## src/rtl/keypad_emulator_if.sv

```systemverilog
// Host-side key-code handshake of the keypad emulator: the host offers an
// ASCII code with keyvalid and the emulator accepts it while keyready is high.
`timescale 1ns/1ps

interface keypad_emulator_if;
    logic [7:0] keycode;
    logic       keyvalid;
    logic       keyready;

    modport master (output keycode, output keyvalid, input keyready);
    modport slave  (input keycode, input keyvalid, output keyready);
endinterface

```

## src/rtl/keypad_emulator.sv

```systemverilog
// 4x4 matrix keypad emulator: queues ASCII key codes from a host and plays
// each one back as a timed key press on the active-low row/column matrix,
// followed by an all-released gap, so a column scanner sees a real keypad.
`timescale 1ns/1ps

module keypad_emulator #(
    parameter int PRESS_CYCLES = 64,
    parameter int GAP_CYCLES   = 64,
    parameter int FIFO_DEPTH   = 4
) (
    input  logic                    clk,
    input  logic                    resetn,
    keypad_emulator_if.slave        host,
    input  logic [3:0]              column,
    output logic [3:0]              row,
    output logic [7:0]              keyheld,
    output logic                    busy,
    output logic                    badkey
);

    localparam int MAX_CYCLES = (PRESS_CYCLES > GAP_CYCLES) ? PRESS_CYCLES : GAP_CYCLES;
    localparam int CNT_W      = $clog2(MAX_CYCLES + 1);
    localparam int PTR_W      = $clog2(FIFO_DEPTH);
    localparam int LVL_W      = $clog2(FIFO_DEPTH + 1);

    localparam logic [CNT_W-1:0] PRESS_LOAD = CNT_W'(PRESS_CYCLES - 1);
    localparam logic [CNT_W-1:0] GAP_LOAD   = CNT_W'(GAP_CYCLES - 1);
    localparam logic [LVL_W-1:0] FULL_LVL   = LVL_W'(FIFO_DEPTH);

    typedef enum logic [1:0] {
        IDLE  = 2'd0,
        PRESS = 2'd1,
        GAP   = 2'd2
    } state_t;

    // Position of a key in the matrix plus a flag saying the code is mapped.
    typedef struct packed {
        logic       valid;
        logic [1:0] col;
        logic [1:0] rw;
    } key_pos_t;

    // Key map: column index selects the scanned column, row index the sense line.
    function automatic key_pos_t decode(input logic [7:0] code);
        key_pos_t p;
        p = '{valid: 1'b1, col: 2'd0, rw: 2'd0};
        case (code)
            8'h31: begin p.col = 2'd0; p.rw = 2'd0; end  // '1'
            8'h34: begin p.col = 2'd0; p.rw = 2'd1; end  // '4'
            8'h37: begin p.col = 2'd0; p.rw = 2'd2; end  // '7'
            8'h30: begin p.col = 2'd0; p.rw = 2'd3; end  // '0'
            8'h32: begin p.col = 2'd1; p.rw = 2'd0; end  // '2'
            8'h35: begin p.col = 2'd1; p.rw = 2'd1; end  // '5'
            8'h38: begin p.col = 2'd1; p.rw = 2'd2; end  // '8'
            8'h46: begin p.col = 2'd1; p.rw = 2'd3; end  // 'F'
            8'h33: begin p.col = 2'd2; p.rw = 2'd0; end  // '3'
            8'h36: begin p.col = 2'd2; p.rw = 2'd1; end  // '6'
            8'h39: begin p.col = 2'd2; p.rw = 2'd2; end  // '9'
            8'h45: begin p.col = 2'd2; p.rw = 2'd3; end  // 'E'
            8'h41: begin p.col = 2'd3; p.rw = 2'd0; end  // 'A'
            8'h42: begin p.col = 2'd3; p.rw = 2'd1; end  // 'B'
            8'h43: begin p.col = 2'd3; p.rw = 2'd2; end  // 'C'
            8'h44: begin p.col = 2'd3; p.rw = 2'd3; end  // 'D'
            default: p.valid = 1'b0;
        endcase
        return p;
    endfunction

    state_t             state, state_nxt;
    logic [CNT_W-1:0]   count;
    logic [1:0]         held_col;
    logic [1:0]         held_row;

    logic [7:0]         mem [FIFO_DEPTH];
    logic [PTR_W-1:0]   wr_ptr;
    logic [PTR_W-1:0]   rd_ptr;
    logic [LVL_W-1:0]   level;
    logic               full;
    logic               empty;
    logic               push;
    logic               pop;
    logic [7:0]         head;
    key_pos_t           head_pos;

    assign full          = (level == FULL_LVL);
    assign empty         = (level == '0);
    assign host.keyready = !full;
    assign push          = host.keyvalid && !full;
    assign pop           = (state == IDLE) && !empty;
    assign head          = mem[rd_ptr];
    assign head_pos      = decode(head);

    // Key-code storage, written only on an accepted push.
    // NOTE: the array has no reset -- an entry is only read after level shows
    // it was written, so clearing it would add reset fan-out for nothing.
    always_ff @(posedge clk) begin
        if (push) begin
            mem[wr_ptr] <= host.keycode;
        end
    end

    // FIFO pointers and fill level; simultaneous push and pop leave level unchanged.
    // NOTE: sequential state uses non-blocking assignments so every register
    // samples the pre-edge values regardless of statement order.
    always_ff @(posedge clk) begin
        if (!resetn) begin
            wr_ptr <= '0;
            rd_ptr <= '0;
            level  <= '0;
        end else begin
            if (push) wr_ptr <= wr_ptr + PTR_W'(1);
            if (pop)  rd_ptr <= rd_ptr + PTR_W'(1);
            case ({push, pop})
                2'b10:   level <= level + LVL_W'(1);
                2'b01:   level <= level - LVL_W'(1);
                default: level <= level;
            endcase
        end
    end

    // State register.
    always_ff @(posedge clk) begin
        if (!resetn) state <= IDLE;
        else         state <= state_nxt;
    end

    // Next-state logic: a mapped code starts a press, press and gap end when the counter hits zero.
    always_comb begin
        state_nxt = state;
        case (state)
            IDLE:    if (pop && head_pos.valid) state_nxt = PRESS;
            PRESS:   if (count == '0)           state_nxt = GAP;
            GAP:     if (count == '0)           state_nxt = IDLE;
            default:                            state_nxt = IDLE;
        endcase
    end

    // Press datapath: latch the popped key, run the press/gap counter, flag unmapped codes.
    always_ff @(posedge clk) begin
        if (!resetn) begin
            count    <= '0;
            held_col <= '0;
            held_row <= '0;
            keyheld  <= '0;
            badkey   <= 1'b0;
        end else begin
            badkey <= 1'b0;
            case (state)
                IDLE: begin
                    if (pop) begin
                        if (head_pos.valid) begin
                            held_col <= head_pos.col;
                            held_row <= head_pos.rw;
                            keyheld  <= head;
                            count    <= PRESS_LOAD;
                        end else begin
                            badkey <= 1'b1;
                        end
                    end
                end
                PRESS: begin
                    if (count == '0) begin
                        keyheld <= '0;
                        count   <= GAP_LOAD;
                    end else begin
                        count <= count - CNT_W'(1);
                    end
                end
                GAP: begin
                    if (count != '0) count <= count - CNT_W'(1);
                end
                default: begin
                    keyheld <= '0;
                    count   <= '0;
                end
            endcase
        end
    end

    // Outputs: row follows column with no register so the scanner sees it on the next edge.
    // NOTE: every output gets its default first so no path through this block infers a latch.
    always_comb begin
        row  = 4'hF;
        busy = !empty || (state != IDLE);
        if ((state == PRESS) && !column[held_col]) begin
            row[held_row] = 1'b0;
        end
    end

endmodule

```

## src/flat_wrapper.sv

```systemverilog
// flat-port wrapper written by rule: the top's interface ports become plain ports
module keypad_emulator_flat 
#(
    parameter int PRESS_CYCLES = 64,
    parameter int GAP_CYCLES   = 64,
    parameter int FIFO_DEPTH   = 4
)
  (clk, resetn, column, row, keyheld, busy, badkey, host_keycode, host_keyvalid, host_keyready);
  keypad_emulator_if host_i ();
  input  logic clk;
  input  logic resetn;
  input  logic [3:0] column;
  output logic [3:0] row;
  output logic [7:0] keyheld;
  output logic busy;
  output logic badkey;
  input wire logic [$bits(host_i.keycode)-1:0] host_keycode;
  input wire logic [$bits(host_i.keyvalid)-1:0] host_keyvalid;
  output wire logic [$bits(host_i.keyready)-1:0] host_keyready;
  assign host_i.keycode = host_keycode;
  assign host_i.keyvalid = host_keyvalid;
  assign host_keyready = host_i.keyready;
  keypad_emulator #(.PRESS_CYCLES(PRESS_CYCLES), .GAP_CYCLES(GAP_CYCLES), .FIFO_DEPTH(FIFO_DEPTH)) u_core (.clk(clk), .resetn(resetn), .host(host_i), .column(column), .row(row), .keyheld(keyheld), .busy(busy), .badkey(badkey));
endmodule
```

## config.mk

```make
export PLATFORM = sky130hd
export DESIGN_NAME = keypad_emulator_flat
export DESIGN_NICKNAME = d
export VERILOG_FILES = /design/src/rtl/keypad_emulator_if.sv /design/src/rtl/keypad_emulator.sv /design/src/flat_wrapper.sv
export SDC_FILE = /design/constraint.sdc
export NUM_CORES = 1
export LEC_CHECK = 0
export BUFFER_PORTS_ARGS = -buffer_cell sky130_fd_sc_hd__buf_2
export CORE_MARGIN = 1
export CORE_UTILIZATION = 40
export DETAILED_ROUTE_END_ITERATION = 10
export GPL_ROUTABILITY_DRIVEN = 0
export PLACE_DENSITY = 0.65
export SLEW_MARGIN = 5
export SYNTH_ARGS = -nofsm -noshare
export SYNTH_HDL_FRONTEND = slang
export SYNTH_SLANG_ARGS = --single-unit
```

## constraint.sdc

```tcl
create_clock -name clk -period 2.4 [get_ports clk]
set_input_delay 0.24 -clock clk [delete_from_list [all_inputs] [get_ports clk]]
set_output_delay 0.24 -clock clk [all_outputs]
set_load 0.02 [all_outputs]
```

== Word level (Yosys, flattened, before mapping) ==
Memories as Yosys holds them, arrays and structs flattened. A register that Yosys moved wholly into a read port is not among the register bits.
Index checks and enable logic that the tools add are counted.
Word-level totals
  register bits: 29
  memory bits (writable): 32
  input port bits: 15
  logic and storage cells: 94
  memories kept: 1
Operators by class
  add/subtract/negate cells: 5
  order comparisons: 3
  eq/ne operators: 27
  mux-type cells: 26
  bitwise operators: 2
  reductions and logical operators: 21
Memories
  u_core.mem: words 4, width 8, rd ports 1, clocked after memory_dff 1, write ports 1, RTL line keypad_emulator.sv:74  | logic [7:0] mem [FIFO_DEPTH];
Operators by type and width (count)
  $eq A8 B6 Y1 const B: 10
  $pmux W4 S15: 1
  $eq A8 B7 Y1 const B: 6
  $mux W7: 4
  $mux W8: 3
  $pmux W8 S3: 1
  $pmux W7 S3: 1
  $reduce_or A16 Y1: 1
  $reduce_and A3 Y1: 4
  $mux W2: 5
  $ne A2 B1 Y1 const B: 5
  $logic_not A7 Y1: 1
  $reduce_bool A7 Y1: 1
  $sub A7 B1 Y7 const B: 1
  $lt A2 B3 Y1 const B: 2
  $mux W1: 6
  $pmux W2 S3: 1
  $pmux W3 S2: 1
  $logic_and A1 B1 Y1: 5
  $add A2 B1 Y2 const B: 2
  $eq A2 B1 Y1 const B: 2
  $eq A2 B2 Y1 const B: 2
  $mux W4: 1
  $not A4 Y4: 1
  14 further kinds: 17

== Logic depth before layout (Yosys ltp) ==
  depth in word-level cells: 6
  mapped depth: 10
  depth with buffers taken out: 10

== Worst setup path after synthesis ==
OpenSTA, ideal clock, no wires.
  path kind: register to register
  from: register with a tool-made name
  to: register u_core.keyheld[2]
  arrival time: 2.541 ns
  required time: 2.283 ns
  path slack: -0.258 ns
  stages on the path, launching flop included: 9
  path through: dfxtp_1 -> buf_6 -> mux4_2 -> or4b_1 -> buf_2 -> o21a_4 -> nor4b_4 -> nor2_2 -> a22o_1
RTL lines
  end signal, assigned: RTL line keypad_emulator.sv:144  | keyheld <= '0;
  end signal, assigned: RTL line keypad_emulator.sv:154  | keyheld <= head;
  end signal, assigned: RTL line keypad_emulator.sv:163  | keyheld <= '0;
  end, declared: RTL line keypad_emulator.sv:16  | output logic [7:0] keyheld,

==> flow_summary.rst <==
.. list-table::
   :header-rows: 1

   * - Metric
     - Value
   * - Run status
     - finished, violations left
   * - Violations in the final reports
     - negative setup slack
   * - Placeable core area
     - 6940 µm²
   * - Via count of the first global-routing pass
     - 1998
   * - Wire length of the first global-routing pass
     - 9490 µm
   * - Number of inserted diodes
     - 0
   * - Setup_tns
     - -1.44 ns
   * - Number of top-level pins
     - 30
   * - Antenna violations before repair
     - 0
   * - Main flop type after synthesis
     - edfxtp_1
   * - Placement-stage worst setup slack
     - -0.196 ns
   * - CTS buffer count
     - 9
   * - Number of buffers on the longest clock path
     - 2
   * - DR vias
     - 2053
   * - Hold crit path type
     - in -> reg
   * - Max Clock Freq
     - 398 MHz
   * - Tot Pwr
     - 4260 µW
   * - Area Overhead vs Synth
     - 25.4%
   * - Power density over cell area
     - 1160 nW/µm²
   * - Number of detailed-routing iterations run before antenna repair
     - 4
   * - Count of synthesis-stage warnings from yosys
     - 0
   * - Seq/Total Area, Yosys
     - 0.540
   * - Starting utilization of the core area
     - 0.421
   * - Worst max-slew margin expressed relative to the limit
     - 0.679
   * - DRC marker count from the first detailed-route iteration
     - 114
   * - Source-to-sink clock delay at the later pin of the worst-skew pair
     - 0.35 ns
   * - Most numerous cell in the Yosys netlist
     - edfxtp_1
   * - Crit path arrival time
     - 2.80 ns
   * - Combined area of the multi-input logic cells
     - 1290 µm²
   * - Count of input and output buffers
     - 29
   * - Maximum number of pins on one net before global-route repair
     - 15
   * - Cell leakage power
     - ~0.0014 µW
   * - Unique cell type count in the Yosys netlist
     - 56
   * - Final worst setup slack
     - -0.115 ns
   * - Final critical path time including I/O delays and setup
     - 2.52 ns
   * - Type of origin of the critical path
     - flop
   * - Sum of overflow across all layers after global routing
     - 0
   * - FFs w/ async S/R, synth
     - 0
   * - Number of clock sinks
     - 63
   * - HPWL after detailed placement
     - 3950 µm
   * - Cells after synthesis
     - about 250
   * - Crit path max fanout
     - 6
   * - Routed via count divided by cell count
     - 5.04
   * - Die Area
     - 7660 µm²
   * - Setup-failing EPs final
     - 19
   * - Rows
     - 30
   * - Root buf cell
     - clkbuf_8
   * - Share of Yosys cell area claimed by the top area cell type
     - 0.328
   * - Clock transition time at the flip-flop clock pins of the worst setup and hold paths
     - approximately 0.08 ns
   * - Average routed wire per standard cell
     - 13.9 µm
   * - Cell taking the most area after synthesis
     - edfxtp_1
   * - Type of element capturing the critical path
     - flop
   * - H-tree depth
     - 3
   * - Horizontal die dimension
     - 87.5 µm
   * - Number of storage elements in the synthesis netlist
     - 63
   * - Tightest Pin Transition
     - between 0.4 and 0.5 ns
   * - Worst vdd ir
     - roughly 0.5 mV
   * - Fraction of layout instances using a drive strength above 1
     - 0.338
   * - Count of pins over their slew limit
     - 0
   * - ANT nets after route
     - 0
   * - Fill cell count
     - ~600
   * - Quantity of hold-fixing buffers added after cts
     - 0
   * - Area taken by flip-flops and latches
     - ~1600 µm²
   * - DRC errors left
     - 0
   * - Share of the clock period used by the worst path after layout
     - 1.05
   * - Setup CP Type
     - reg -> reg
   * - Number of endpoints with negative hold slack in the final report
     - 0
   * - Number of violations of the max-capacitance limit
     - 0
   * - Number of enable-type register cells in the synthesized netlist
     - 32
   * - Main area contributors after synthesis
     - edfxtp_1 33%, dfxtp_1 21%, mux4_2 5.4%
   * - Leading post-synthesis cells by instance count
     - 32 x edfxtp_1, 31 x dfxtp_1, 22 x nor2_1
   * - Synth Net Count
     - 267
   * - Setup repair after global routing missed its margin
     - yes
   * - Die span in y
     - between 80 and 90 µm
   * - Critical Path RT
     - 2.69 ns
   * - Global router's overall resource usage
     - 0.166
   * - Netlist area before placement
     - 2930 µm²
   * - Total number of nets in the final design
     - 328
   * - Clock tree from TritonCTS
     - done
   * - Wirelength, routed
     - 5650 µm
   * - Largest clock skew in the final design
     - about 0.011 ns
   * - Avg Synthesized Cell Area
     - 11.9 µm²
[routing by layer]
metal	GRT usage	wire length [µm]
met5	0	0
met4	0.0715	131
met3	0.0490	218
met2	0.254	2580
met1	0.220	2730
[layout by cell type (no fill, tap or decap), types with 3 or more instances in the layout]
| cell type | synthesis | layout |
|---|---|---|
| and2_1 | 4 | 3 |
| nand2_1 | 19 | 18 |
| a21oi_1 | 7 | 7 |
| dfxtp_1 | 31 | 30 |
| buf_2 | 1 | 29 |
| o21ai_0 | 10 | 10 |
| edfxtp_1 | 32 | 32 |
| bufinv_16 | 0 | 3 |
| a22o_1 | 7 | 7 |
| nand2b_1 | 4 | 4 |
| o211ai_1 | 4 | 4 |
| ha_1 | 6 | 6 |
| nand3_1 | 6 | 6 |
| or3_1 | 4 | 4 |
| clkbuf_8 | 0 | 9 |
| inv_6 | 0 | 3 |
| buf_4 | 1 | 32 |
| xor2_1 | 4 | 4 |
| nor3_1 | 8 | 7 |
| inv_1 | 11 | 11 |
| nor2_1 | 22 | 22 |
| mux4_2 | 7 | 9 |
| o31ai_1 | 3 | 3 |
| xnor2_1 | 3 | 3 |
| and3_1 | 4 | 4 |
[critical path, stage by stage (launching register included)]
cell and delay, ns:
dfxtp_4 0.39, mux4_2 0.52, or4b_4 0.56, o21a_4 0.25, o41ai_4 0.34, or2_4 0.23, o221a_4 0.17
[cell families after synthesis]
logic type,synth area share
xor gates and xnor gates,0.0209
buffers and inverters,0.0325
adders and majority gates,0.0325
muxes,0.0718
DFF,0.540
and+or+nand+nor,0.163
AOI/OAI and AO/OA,0.139
[final timing paths]
path	slack, ns	startpoint	depth (start not counted)	to
worst min-delay path	0.1	host_keycode[0]	1	u_core.mem[0][0]$_DFFE_PP_
worst max register to register	-0.12	flop	6	u_core.count[4]$_SDFFE_PN0P_
worst max-delay path	-0.12	flop	6	u_core.count[4]$_SDFFE_PN0P_
worst min register to register	0.48	u_core.keyheld[3]$_SDFFE_PN0P_	1	u_core.keyheld[3]$_SDFFE_PN0P_
[flip-flops by register name (all words and copies together) (netlist names), named ones only]
signal / flops
u_core.held_col: 2
u_core.mem: 32
u_core.rd_ptr: 2
u_core.held_row: 2
u_core.level: 3
u_core.state: 2
u_core.wr_ptr: 2
u_core.count: 7
u_core.keyheld: 8
u_core.badkey: 1
[per-stage QoR]
stage | hold slack [ns] | utilization | cells | instance area [µm²]
global route | 0.0969 | 0.528 | 407 | 3670
CTS | 0.0932 | 0.527 | 406 | 3660
detailed placement | 0.457 | 0.483 | 388 | 3360
finish | 0.0994 | 0.528 | 407 | 3670
floorplan | 0.339 | - | 245 | 2940
global placement | 0.441 | 0.483 | 388 | 3360
[layout make-up]
| class | count | share of cell area |
|---|---|---|
| Clock buffer | 9 | 0.0338 |
| Clock inverter | 7 | 0.0341 |
| Inverter | 11 | 0.0113 |
| Multi-Input combinational cell | 160 | 0.351 |
| Sequential cell | 63 | 0.432 |
| Tap cell | 96 | 0.0327 |
| Timing Repair Buffer | 61 | 0.105 |
[report_power, final]
group	leakage, µW	internal [µW]	switching (µW)
logic	0.000766	805	902
clock network	0.000125	702	446
registers	0.000546	1300	103
total	0.00144	2810	1450
[timing repair]
action,CTS,global route
pin swaps,9,6
resized for setup,9,5
endpoints found under the setup margin,20,20
setup buffers,2,1
Power figures use the tool's default switching activity.
